### config.mk
export PLATFORM = sky130hd
export DESIGN_NAME = lcd_receiver
export DESIGN_NICKNAME = d
export VERILOG_FILES = /design/src/rtl/lcd_pkg.sv /design/src/rtl/lcd_sync.sv /design/src/rtl/lcd_receiver.sv
export SDC_FILE = /design/constraint.sdc
export NUM_CORES = 1
export LEC_CHECK = 0
export ABC_AREA = 1
export CAP_MARGIN = 20
export CORE_MARGIN = 2
export CORE_UTILIZATION = 30
export DETAILED_ROUTE_END_ITERATION = 6
export SLEW_MARGIN = 20
export SYNTH_ARGS = -nofsm -noshare
export SYNTH_HDL_FRONTEND = slang
export SYNTH_SLANG_ARGS = --single-unit
### constraint.sdc
create_clock -name clk -period 4.2 [get_ports clk]
set_input_delay 0.84 -clock clk [delete_from_list [all_inputs] [get_ports clk]]
set_output_delay 0.84 -clock clk [all_outputs]
set_load 0.02 [all_outputs]
### src/rtl/lcd_pkg.sv
// Shared types and constants for the HD44780 4-bit bus receiver.
// Holds the FSM encoding, command opcodes, buffer geometry and DDRAM line bases.
package lcd_pkg;

    typedef enum logic [1:0] {
        ST_INIT8 = 2'd0,
        ST_HI    = 2'd1,
        ST_LO    = 2'd2
    } lcd_state_t;

    localparam logic [7:0] CMD_CLEAR     = 8'h01;
    localparam logic [7:0] CMD_HOME      = 8'h02;
    localparam logic [7:0] CMD_ENTRY     = 8'h04;
    localparam logic [7:0] CMD_SET_DDRAM = 8'h80;

    localparam int         BUF_DEPTH  = 32;
    localparam logic [7:0] BLANK_CHAR = 8'h20;
    localparam logic [6:0] LINE0_BASE = 7'h00;
    localparam logic [6:0] LINE1_BASE = 7'h40;

    // Buffer index 0..15 is line 0, 16..31 is line 1.
    function automatic logic [6:0] ddram_addr(input logic [4:0] cur);
        return (cur[4] ? LINE1_BASE : LINE0_BASE) + {3'b000, cur[3:0]};
    endfunction

endpackage

### src/rtl/lcd_sync.sv
// Double-flop synchroniser for the asynchronous LCD bus, with a falling-edge
// detector on E; data and E are flopped in parallel so they stay aligned.
module lcd_sync #(
    parameter int WIDTH = 6
) (
    input  logic             clk,
    input  logic             rst,
    input  logic             e_async,
    input  logic [WIDTH-1:0] d_async,
    output logic             e_fall,
    output logic [WIDTH-1:0] d_sync
);

    logic             e_meta;
    logic             e_sync;
    logic             e_prev;
    logic [WIDTH-1:0] d_meta;

    always_ff @(posedge clk or negedge rst) begin
        if (!rst) begin
            e_meta <= 1'b0;
            e_sync <= 1'b0;
            e_prev <= 1'b0;
            d_meta <= '0;
            d_sync <= '0;
        end else begin
            e_meta <= e_async;
            e_sync <= e_meta;
            e_prev <= e_sync;
            d_meta <= d_async;
            d_sync <= d_meta;
        end
    end

    assign e_fall = e_prev & ~e_sync;

endmodule

### src/rtl/lcd_receiver.sv
// HD44780 4-bit bus receiver: assembles nibbles into bytes, emulates the
// busy flag and address counter, and keeps a 32-entry character buffer.
//
// state | meaning
// INIT8 | waiting for the 0x3.. 0x2 wake-up nibbles that enter 4-bit mode
// HI    | next bus event carries the high nibble (or first read nibble)
// LO    | next bus event carries the low nibble (or second read nibble)
module lcd_receiver
    import lcd_pkg::*;
#(
    parameter int BUSY_CYCLES  = 2000,
    parameter int CLEAR_CYCLES = 80000
) (
    input  logic       clk,
    input  logic       rst,
    input  logic       lcd_e,
    input  logic       lcd_rs,
    input  logic       lcd_rw,
    input  logic [3:0] lcd_nibble,
    output logic [3:0] lcd_dout,
    output logic       byte_valid,
    output logic       byte_rs,
    output logic [7:0] byte_data,
    output logic [4:0] cursor,
    output logic       busy,
    input  logic [4:0] rd_addr,
    output logic [7:0] rd_char,
    output logic       mode4,
    output logic       protocol_err
);

    localparam int CNT_MAX = (CLEAR_CYCLES > BUSY_CYCLES) ? CLEAR_CYCLES : BUSY_CYCLES;
    localparam int CNT_W   = $clog2(CNT_MAX + 1);

    lcd_state_t state, state_next;

    logic             e_fall;
    logic [5:0]       bus_s;
    logic             rs_s, rw_s;
    logic [3:0]       nib_s;
    logic [3:0]       hi_nib;
    logic             hi_rw;
    logic             dir_inc;
    logic [CNT_W-1:0] busy_cnt;
    logic [7:0]       buffer [BUF_DEPTH];

    logic       set_mode4, fsm_err, latch_hi, byte_done;
    logic [7:0] byte_asm;
    logic       is_clear, is_home, is_entry, is_ddram, is_data, ddram_ok;
    logic       err_any;
    logic [6:0] cur_dd;

    lcd_sync #(.WIDTH(6)) u_sync (
        .clk     (clk),
        .rst     (rst),
        .e_async (lcd_e),
        .d_async ({lcd_rs, lcd_rw, lcd_nibble}),
        .e_fall  (e_fall),
        .d_sync  (bus_s)
    );

    assign rs_s     = bus_s[5];
    assign rw_s     = bus_s[4];
    assign nib_s    = bus_s[3:0];
    assign byte_asm = {hi_nib, nib_s};
    assign busy     = (busy_cnt != '0);
    assign cur_dd   = ddram_addr(cursor);
    assign rd_char  = buffer[rd_addr];

    always_ff @(posedge clk or negedge rst) begin
        if (!rst) state <= ST_INIT8;
        else      state <= state_next;
    end

    always_comb begin
        state_next = state;
        set_mode4  = 1'b0;
        fsm_err    = 1'b0;
        latch_hi   = 1'b0;
        byte_done  = 1'b0;
        if (e_fall) begin
            case (state)
                ST_INIT8: begin
                    if (rw_s)                fsm_err = 1'b1;
                    else if (nib_s == 4'h2) begin
                        set_mode4  = 1'b1;
                        state_next = ST_HI;
                    end else if (nib_s != 4'h3) fsm_err = 1'b1;
                end
                ST_HI: begin
                    latch_hi   = 1'b1;
                    state_next = ST_LO;
                    if (rw_s && rs_s) fsm_err = 1'b1;
                end
                ST_LO: begin
                    // A rw flip mid-byte drops the byte and realigns on HI.
                    state_next = ST_HI;
                    if (rw_s != hi_rw)  fsm_err   = 1'b1;
                    else if (!rw_s)     byte_done = 1'b1;
                    else if (rs_s)      fsm_err   = 1'b1;
                end
                default: state_next = ST_INIT8;
            endcase
        end
    end

    always_comb begin
        is_data  = byte_done && rs_s;
        is_clear = byte_done && !rs_s && (byte_asm == CMD_CLEAR);
        is_home  = byte_done && !rs_s && (byte_asm[7:1] == CMD_HOME[7:1]);
        is_entry = byte_done && !rs_s && (byte_asm[7:2] == CMD_ENTRY[7:2]);
        is_ddram = byte_done && !rs_s && (byte_asm[7] == CMD_SET_DDRAM[7]);
        ddram_ok = (byte_asm[6:4] == LINE0_BASE[6:4]) || (byte_asm[6:4] == LINE1_BASE[6:4]);
        err_any  = fsm_err || (byte_done && busy) || (is_ddram && !ddram_ok);
    end

    always_ff @(posedge clk or negedge rst) begin
        if (!rst) begin
            hi_nib       <= 4'h0;
            hi_rw        <= 1'b0;
            mode4        <= 1'b0;
            protocol_err <= 1'b0;
            byte_valid   <= 1'b0;
            byte_rs      <= 1'b0;
            byte_data    <= 8'h00;
            cursor       <= 5'd0;
            dir_inc      <= 1'b1;
            busy_cnt     <= '0;
        end else begin
            byte_valid <= byte_done;
            if (latch_hi) begin
                hi_nib <= nib_s;
                hi_rw  <= rw_s;
            end
            if (set_mode4) mode4 <= 1'b1;
            if (err_any)   protocol_err <= 1'b1;
            if (byte_done) begin
                byte_rs   <= rs_s;
                byte_data <= byte_asm;
            end
            if (is_clear || is_home)     cursor <= 5'd0;
            else if (is_ddram && ddram_ok) cursor <= {byte_asm[6], byte_asm[3:0]};
            else if (is_data)            cursor <= dir_inc ? cursor + 5'd1 : cursor - 5'd1;
            if (is_clear)      dir_inc <= 1'b1;
            else if (is_entry) dir_inc <= byte_asm[1];
            if (byte_done)     busy_cnt <= is_clear ? CNT_W'(CLEAR_CYCLES) : CNT_W'(BUSY_CYCLES);
            else if (busy)     busy_cnt <= busy_cnt - 1'b1;
        end
    end

    always_ff @(posedge clk or negedge rst) begin
        if (!rst) begin
            for (int i = 0; i < BUF_DEPTH; i++) buffer[i] <= BLANK_CHAR;
        end else if (is_clear) begin
            for (int i = 0; i < BUF_DEPTH; i++) buffer[i] <= BLANK_CHAR;
        end else if (is_data) begin
            buffer[cursor] <= byte_asm;
        end
    end

    // Status read-back follows the synchronised bus so it is ready before E falls.
    always_ff @(posedge clk or negedge rst) begin
        if (!rst)                                  lcd_dout <= 4'h0;
        else if (rw_s && !rs_s && state == ST_HI)  lcd_dout <= {busy, cur_dd[6:4]};
        else if (rw_s && !rs_s && state == ST_LO)  lcd_dout <= cur_dd[3:0];
        else                                       lcd_dout <= 4'h0;
    end

endmodule

==> results of run 1 <==
-- worst paths after layout --
kind	start	to	slack, ns
worst min register to register	u_sync.d_meta[1]$_DFF_PN0_	u_sync.d_sync[1]$_DFF_PN0_	0.35
min in group clk	u_sync.d_meta[1]$_DFF_PN0_	u_sync.d_sync[1]$_DFF_PN0_	0.35
worst max register to register	u_sync.d_sync[1]$_DFF_PN0_	buffer[184]$_DFFE_PN0P_	1.53
worst min-delay path	rst	byte_data[1]$_DFFE_PN0P_	0.23
worst max-delay path	rd_addr[2]	rd_char[3]	0.32
max in group asynchronous	rst	buffer[217]$_DFFE_PN0P_	2.92
-- sequential cells by signal (all words and copies together) (netlist names), 2 cells and up --
| signal | count |
|---|---|
| lcd_dout | 4 |
| hi_nib | 4 |
| byte_data | 8 |
| state | 2 |
| busy_cnt | 17 |
| u_sync.d_meta | 6 |
| buffer | 256 |
| cursor | 5 |
| u_sync.d_sync | 6 |
-- layer usage --
metal | GRT usage, % | vias up
met5 | 0 | -
met4 | 5.95 | 0
met3 | 3.93 | 90
met2 | 27.5 | 519
met1 | 24.9 | 6979
li1 | - | 6944
-- worst max-delay path: stages --
cell and delay (ns):
clkdlybuf4s50_1 0.61, buf_4 0.39, nand3_1 0.14, nand2_1 0.08, nand2_1 0.05, nand2_1 0.09, nand2_1 0.10, nand2_1 0.11
clkdlybuf4s50_1 0.62
-- cells by family (layout without fill, tap and decap cells) --
| logic type | Yosys count | in the layout | share of synthesized area (%) |
|---|---|---|---|
| AOI/OAI and AO/OA | 298 | 298 | 9.27 |
| xor gates and xnor gates | 7 | 7 | 0.378 |
| adders and majority gates | 7 | 7 | 0.586 |
| buffers and inverters | 258 | 253 | 7.17 |
| DFF | 317 | 317 | 49.1 |
| and+or+nand+nor | 1316 | 1316 | 33.5 |
-- cell type report --
class,count,area share [%]
multi-input combinational,1628,38.4
clock buffer,46,5.52
clock inverter,22,2.03
timing repair buffer,69,3.78
inverter,116,2.39
sequential,317,43.2
tap,696,4.71
-- placed cells by master, fill, tap and decap left out, drive strengths merged --
master	n
bufinv	9
o211ai	1
nand3	229
buf	29
xnor2	5
dfstp	33
o21ai	119
nand4	17
a21oi	174
fa	1
a22oi	1
clkinv	7
nand3b	4
xor2	2
clkdlybuf4s50	40
or2	2
a21o	2
dfrtp	284
clkinvlp	5
nor2	112
clkbuf	46
o21bai	1
inv	117
ha	6
nor4	1
nand2	946
nor3	5
-- per-stage QoR --
step | cells | hold slack, ns | area (µm²)
6_report | 2894 | 0.231 | 18500
5_1_grt | 2894 | 0.254 | 18500
4_1_cts | 2894 | 0.241 | 18500
3_5_place_dp | 2826 | 0.336 | 17100
3_3_place_gp | 2826 | 0.335 | 17100
2_1_floorplan | 2203 | 0.331 | 16200
-- power groups by stage --
| stage | clock network (mW) | logic [mW] | registers [mW] |
|---|---|---|---|
| 6_report | 3.70 | 1.83 | 3.54 |
| 5_1_grt | 3.90 | 2.02 | 3.57 |
| 2_1_floorplan | 0 | 1.05 | 3.57 |
| 4_1_cts | 3.76 | 1.83 | 3.54 |
| 3_5_place_dp | 0 | 1.82 | 3.59 |
| 3_3_place_gp | 0 | 1.80 | 3.58 |
==> metrics.yaml, run 1 <==
status: "completed"
setup_ws_ns: 0.322
fillerInstances: 5609
top_layer: "met4"
hold_path.class: "in2async"
fp.dieW_um: 237
drtAntennaViolNets: 0
setup_viol: 0
power.total_mw: 9.07
r2r_cells: 8
overflow: 0
syn_area_per_cell_um2: 7.37
worstPathArrival_ns: 3.04
clock_path_buffers: 3
grt.total_usage_pct: 17.9
met2_length_um: 22300
post_cts_buffers: 0
cts_sinks: 317
tns_ns: 0
synth_flop_cell: "dfrtp_1"
cp-start-kind: "primary input"
gp_congestion: 0.868
core_um2: 53600
pre_cts_slack_ns: 0.400
hold_viol: 0
internal-power_mw: 6.12
critPathCaptureType: "output pin"
maxSlewViolCount: 0
synth_top_area_share_pct: 43.8
drt_iter0_drc: 1503
p_clk_share_pct: 40.9
critPathMaxFanout: 32
synthArstFlopShare_pct: 100
initial_core_util_pct: 30.3
syn_inst: 2203
antenna_cells: 0
clkTransAtPathRegs_ns: 0.06
dieArea_um2: 56000
synth-seq-cells: 317
power.leakage_nw: 8.38
area_growth_pct: 13.8
post_cts_resized: 0
cts_tree: "done"
critPathRequiredTime_ns: 3.36
p_switching_mw: 2.95
hpwl_um: 31300
holdBufCountCts: 0
syn-num-nets: 2224
relSlewSlack_pct: 29.6
root_buffer: "clkbuf_16"
yosysMostFrequentCell: "nand2_1"
vdd_drop_max_mv: 0.249
wl_met3_um: 4040
m1WireLength_um: 22000
synth_common_cells: "nand2_1 (943), dfrtp_1 (284), nand3_1 (228), a21oi_1 (174), inv_1 (109)"
maxCapViolations: 0
p_sw_share_pct: 32.5
vias_per_cell: 5.02
tightest_slew_ns: 1.05
synth_area_um2: 16200
seq_power_share_pct: 39.0
cts_made_buffers: 37
finalClockSkew_ns: 0.0300
synth_cell_types: 35
grt_start_max_net_pins: 116
rows: 85
fin_util_pct: 34.5
routedWlPerCell_um: 17.2
firstDrtPassIters: 6
vias: 14500
rsz0062_at_grt: "no"
pwr-share-comb_pct: 20.1
num_io_pins: 44
totalWireLength_um: 49800
p_per_area_nw_per_um2: 491
yosys-top-cells-area: "dfrtp_1 (44%), nand2_1 (22%), nand3_1 (7.0%)"
grt_pass1_wl_um: 79400
antenna_found_initial: 0
fmax_mhz: 258
final-seq-area_um2: 7970
fp.dieH_um: 237
synth_edf_count: 0
yosys.area.top_type: "dfrtp_1"
path_class: "in2out"
insertion_delay_ns: 0.58
multiInputGateArea_um2: 7090
synth_seq_area_share_pct: 49.1
drcViolationCount: 0
ys_warn_count: 0
port_buffers: 43
fin_crit_sh_pct: 92.3
fin_crit_ns: 3.88
grt_pass1_vias: 13900
htree_num_levels: 2
nNetsFinal: 2190
drive_above_1_share_pct: 7.78
(Power assumes the default switching activity.)
==> run 2, diff against run 1 <==
SYNTH_HIERARCHICAL = 1   (was not set)
==> run 2 against run 1 <==
Clock-buffer cell count up 3. Synthesized area down 2.6%. Non-clock buffer count up 11. Final cell count down 3.6%. Largest cell class unchanged. Critical endpoint is now rd_char[5]. Die area down 2.5%. Sequential share of layout area up 0.61 points.
==> metrics.yaml, run 2 <==
cts_sinks: 317  # unchanged
synth_common_cells: "nand2_1 (842), dfrtp_1 (284), nand3_1 (257), a21oi_1 (204), o21ai_0 (123)"
firstDrtPassIters: 6  # unchanged
cts_made_buffers: 36  # -2.7%
critPathCaptureType: "output pin"
largest_reg_flops: 256  # unchanged
fin_crit_sh_pct: 93.5  # +1.2 points
yosys-top-cells-area: "dfrtp_1 (45%), nand2_1 (20%), nand3_1 (8.1%)"
maxSlewViolCount: 0  # unchanged
tns_ns: 0  # unchanged
dieArea_um2: 54500  # -2.5%
syn_inst: 2081  # -5.5%
drcViolationCount: 0  # unchanged
synth_flop_cell: "dfrtp_1"
final_cells: 2791  # -3.6%
p_per_area_nw_per_um2: 469  # -4.4%
synthMuxAreaShare_pct: 0  # unchanged
internal-power_mw: 5.71  # -6.6%
r2r_end: "buffer[41]$_DFFE_PN0P_"
r2r_start: "u_sync/d_sync[4]$_DFF_PN0_"
root_buffer: "clkbuf_16"
core_um2: 52300  # -2.4%
synthXorXnorAreaFrac_pct: 0.388  # +0.010 points
syn_area_per_cell_um2: 7.60  # +3.1%
grt_pass1_wl_um: 81800  # +3.0%
synthArstFlopShare_pct: 100  # unchanged
maxCapViolations: 0  # unchanged
vias: 14500  # -0.14%
gp_congestion: 0.913  # +5.2%
synth_seq_area_share_pct: 50.4  # +1.3 points
drive_above_1_share_pct: 8.70  # +0.92 points
port_buffers: 43  # unchanged
finalClockSkew_ns: 0.0259  # -0.00413 ns
clock_path_buffers: 3  # unchanged
synth_top_family_by_area: "simple AND/OR/NAND/NOR gates"
top_register: "buffer"
reg_top3: "buffer x256, busy_cnt x17, byte_data x8"
setup_viol: 0  # unchanged
post_cts_resized: 0  # unchanged
initial_core_util_pct: 30.2  # -0.074 points
relSlewSlack_pct: 37.1  # +7.5 points
layout_common_cells: "nand2_1 (842), dfrtp_1 (283), nand3_1 (256)"
synth_fa_ha_area_share_pct: 0.602  # +0.016 points
num_io_pins: 44  # unchanged
hold_viol: 0  # unchanged
yosys.area.top_type: "dfrtp_1"
fp.dieH_um: 234  # -1.3%
cp-start-kind: "primary input"
crit_chain: "clkdlybuf4s50_1 -> inv_1 -> buf_4 -> nand3_1 -> nand2_1 -> nand2_1 -> nand2_1 -> nand2_1 -> nand2_1 -> clkdlybuf4s50_1"
setup.worst_path.end: "rd_char[5]"
power.leakage_nw: 8.18  # -2.4%
grt.total_usage_pct: 19.2  # +1.4 points
r2r_cells: 8  # unchanged
synthSimpleGateAreaFrac_pct: 32.6  # -0.82 points
ys_warn_count: 6  # +6
critPathMaxFanout: 32  # unchanged
routedWlPerCell_um: 18.6  # +8.2%
htree_num_levels: 2  # unchanged
pwr-share-comb_pct: 20.2  # about the same
post_cts_buffers: 0  # unchanged
grt_start_max_net_pins: 93  # -20%
worstPathArrival_ns: 3.09  # +0.05 ns
yosysMostFrequentCell: "nand2_1"
cp_slowest_cell: "clkdlybuf4s50_1"
hpwl_um: 33100  # +5.8%
p_clk_share_pct: 38.9  # -2.0 points
dp.cells: 2726  # -3.5%
layout_commonest_cell: "nand2_1"
fp.dieW_um: 234  # -1.3%
overflow: 0  # unchanged
reg2reg_setup_slack_ns: 1.21  # -0.32 ns
antenna_cells: 0  # unchanged
nNetsFinal: 2097  # -4.2%
fin_crit_ns: 3.93  # +0.0513 ns
syn-num-nets: 2102  # -5.5%
area_growth_pct: 15.2
rsz0062_at_grt: "no"
clkTransAtPathRegs_ns: 0.05  # about the same
vias_per_cell: 5.20  # +3.5%
seq_power_share_pct: 40.9  # +1.9 points
critPathMostFrequentCell: "nand2_1"
tightest_slew_ns: 0.938  # -0.115 ns
insertion_delay_ns: 0.55  # -0.03 ns
holdBufCountCts: 0  # unchanged
grt_pass1_vias: 13900  # +0.22%
synth-seq-cells: 317  # unchanged
drt_iter0_drc: 1550  # +3.1%
vdd_drop_max_mv: 0.212  # -15%
synth-compound-area-share_pct: 10.9  # +1.7 points
critPathRequiredTime_ns: 3.36  # about the same
p_sw_share_pct: 33.2  # +0.69 points
hold_path.class: "in2async"
path_class: "in2out"
fmax_mhz: 255  # -1.3%
synth_cell_types: 35  # unchanged
synth_top_area_share_pct: 45.0  # +1.2 points
p_switching_mw: 2.84  # -3.7%
rows: 84  # -1.2%
drtAntennaViolNets: 0  # unchanged
synth_edf_count: 0  # unchanged
status: "completed"
crit_path_max_incr_delay_ns: 0.61  # about the same
cts_tree: "done"
synth_area_um2: 15800  # -2.6%
antenna_found_initial: 0  # unchanged
totalWireLength_um: 52000  # +4.4%
crit_start: "rd_addr[2]"
==> run 2: cell types whose count changed in the layout (fill, tap and decap cells not counted), moves of 13 or more <==
cell / before / now
a21oi_1: 174 / 204
inv_1: 107 / 62
nand2_1: 943 / 842
nand3_1: 228 / 256
nor2_1: 82 / 59
nor2_2: 25 / 12
o21ai_0: 108 / 123
==> run 2: cell type report <==
| type | instances | area [µm²] |
|---|---|---|
| clock buffer | 49 | 1040 |
| clock inverter | 16 | 216 |
| fill | 5503 | 34100 |
| inverter | 74 | 282 |
| multi-input combinational | 1567 | 7050 |
| sequential | 317 | 7980 |
| tap | 688 | 861 |
| timing repair buffer | 80 | 793 |
==> run 2: cell families after synthesis <==
family	Yosys count
xor gates and xnor gates	7
AOI/OAI and AO/OA	343
buffers and inverters	197
DFF	317
and+or+nand+nor	1210
adders and majority gates	7
==> run 2: metal layers <==
layer / track usage [%] / up-vias / wire (µm)
met3: 2.48 / 126 / 3420
li1: - / 6781 / -
met2: 30.9 / 590 / 24500
met1: 25.7 / 7014 / 21800
met4: 8.96 / 0 / 2320
met5: 0 / - / 0
==> run 2: how the worst min path moves through the flow <==
stage / start / end / slack, ns
after detailed placement: u_sync/d_meta[5]$_DFF_PN0_ / u_sync/d_sync[5]$_DFF_PN0_ / 0.33
after global routing: rst / u_sync/d_meta[3]$_DFF_PN0_ / 0.32
after CTS: rst / u_sync/d_meta[3]$_DFF_PN0_ / 0.29
after floorplan: u_sync/d_meta[0]$_DFF_PN0_ / u_sync/d_sync[0]$_DFF_PN0_ / 0.33
final: rst / u_sync/d_meta[2]$_DFF_PN0_ / 0.27
after global placement: u_sync/e_meta$_DFF_PN0_ / u_sync/e_sync$_DFF_PN0_ / 0.34
==> run 2: power groups by stage <==
stage                     registers [mW]  logic, mW  clock network (mW)
after floorplan                     3.47      0.994                   0
after global placement              3.54       1.70                   0
after detailed placement            3.55       1.72                   0
after CTS                           3.50       1.72                3.41
after global routing                3.52       1.88                3.51
final                               3.50       1.73                3.33
==> run 2: worst max-delay path: cells and delay by family <==
family	cells	cell delay, ns
AND/OR/NAND/NOR	6	0.56
buffers and inverters	4	1.67
==> run 2: through the flow <==
| step | setup slack (ns) | hold slack (ns) | cell area (µm²) | utilization, % | total power [mW] |
|---|---|---|---|---|---|
| after floorplan | 1.37 | 0.331 | 15800 | - | 4.47 |
| after global placement | 0.393 | 0.337 | 17000 | 32.4 | 5.24 |
| after detailed placement | 0.332 | 0.335 | 17000 | 32.4 | 5.26 |
| after CTS | 0.326 | 0.291 | 18200 | 34.8 | 8.63 |
| after global routing | 0.162 | 0.319 | 18200 | 34.8 | 8.92 |
| final | 0.271 | 0.275 | 18200 | 34.8 | 8.55 |
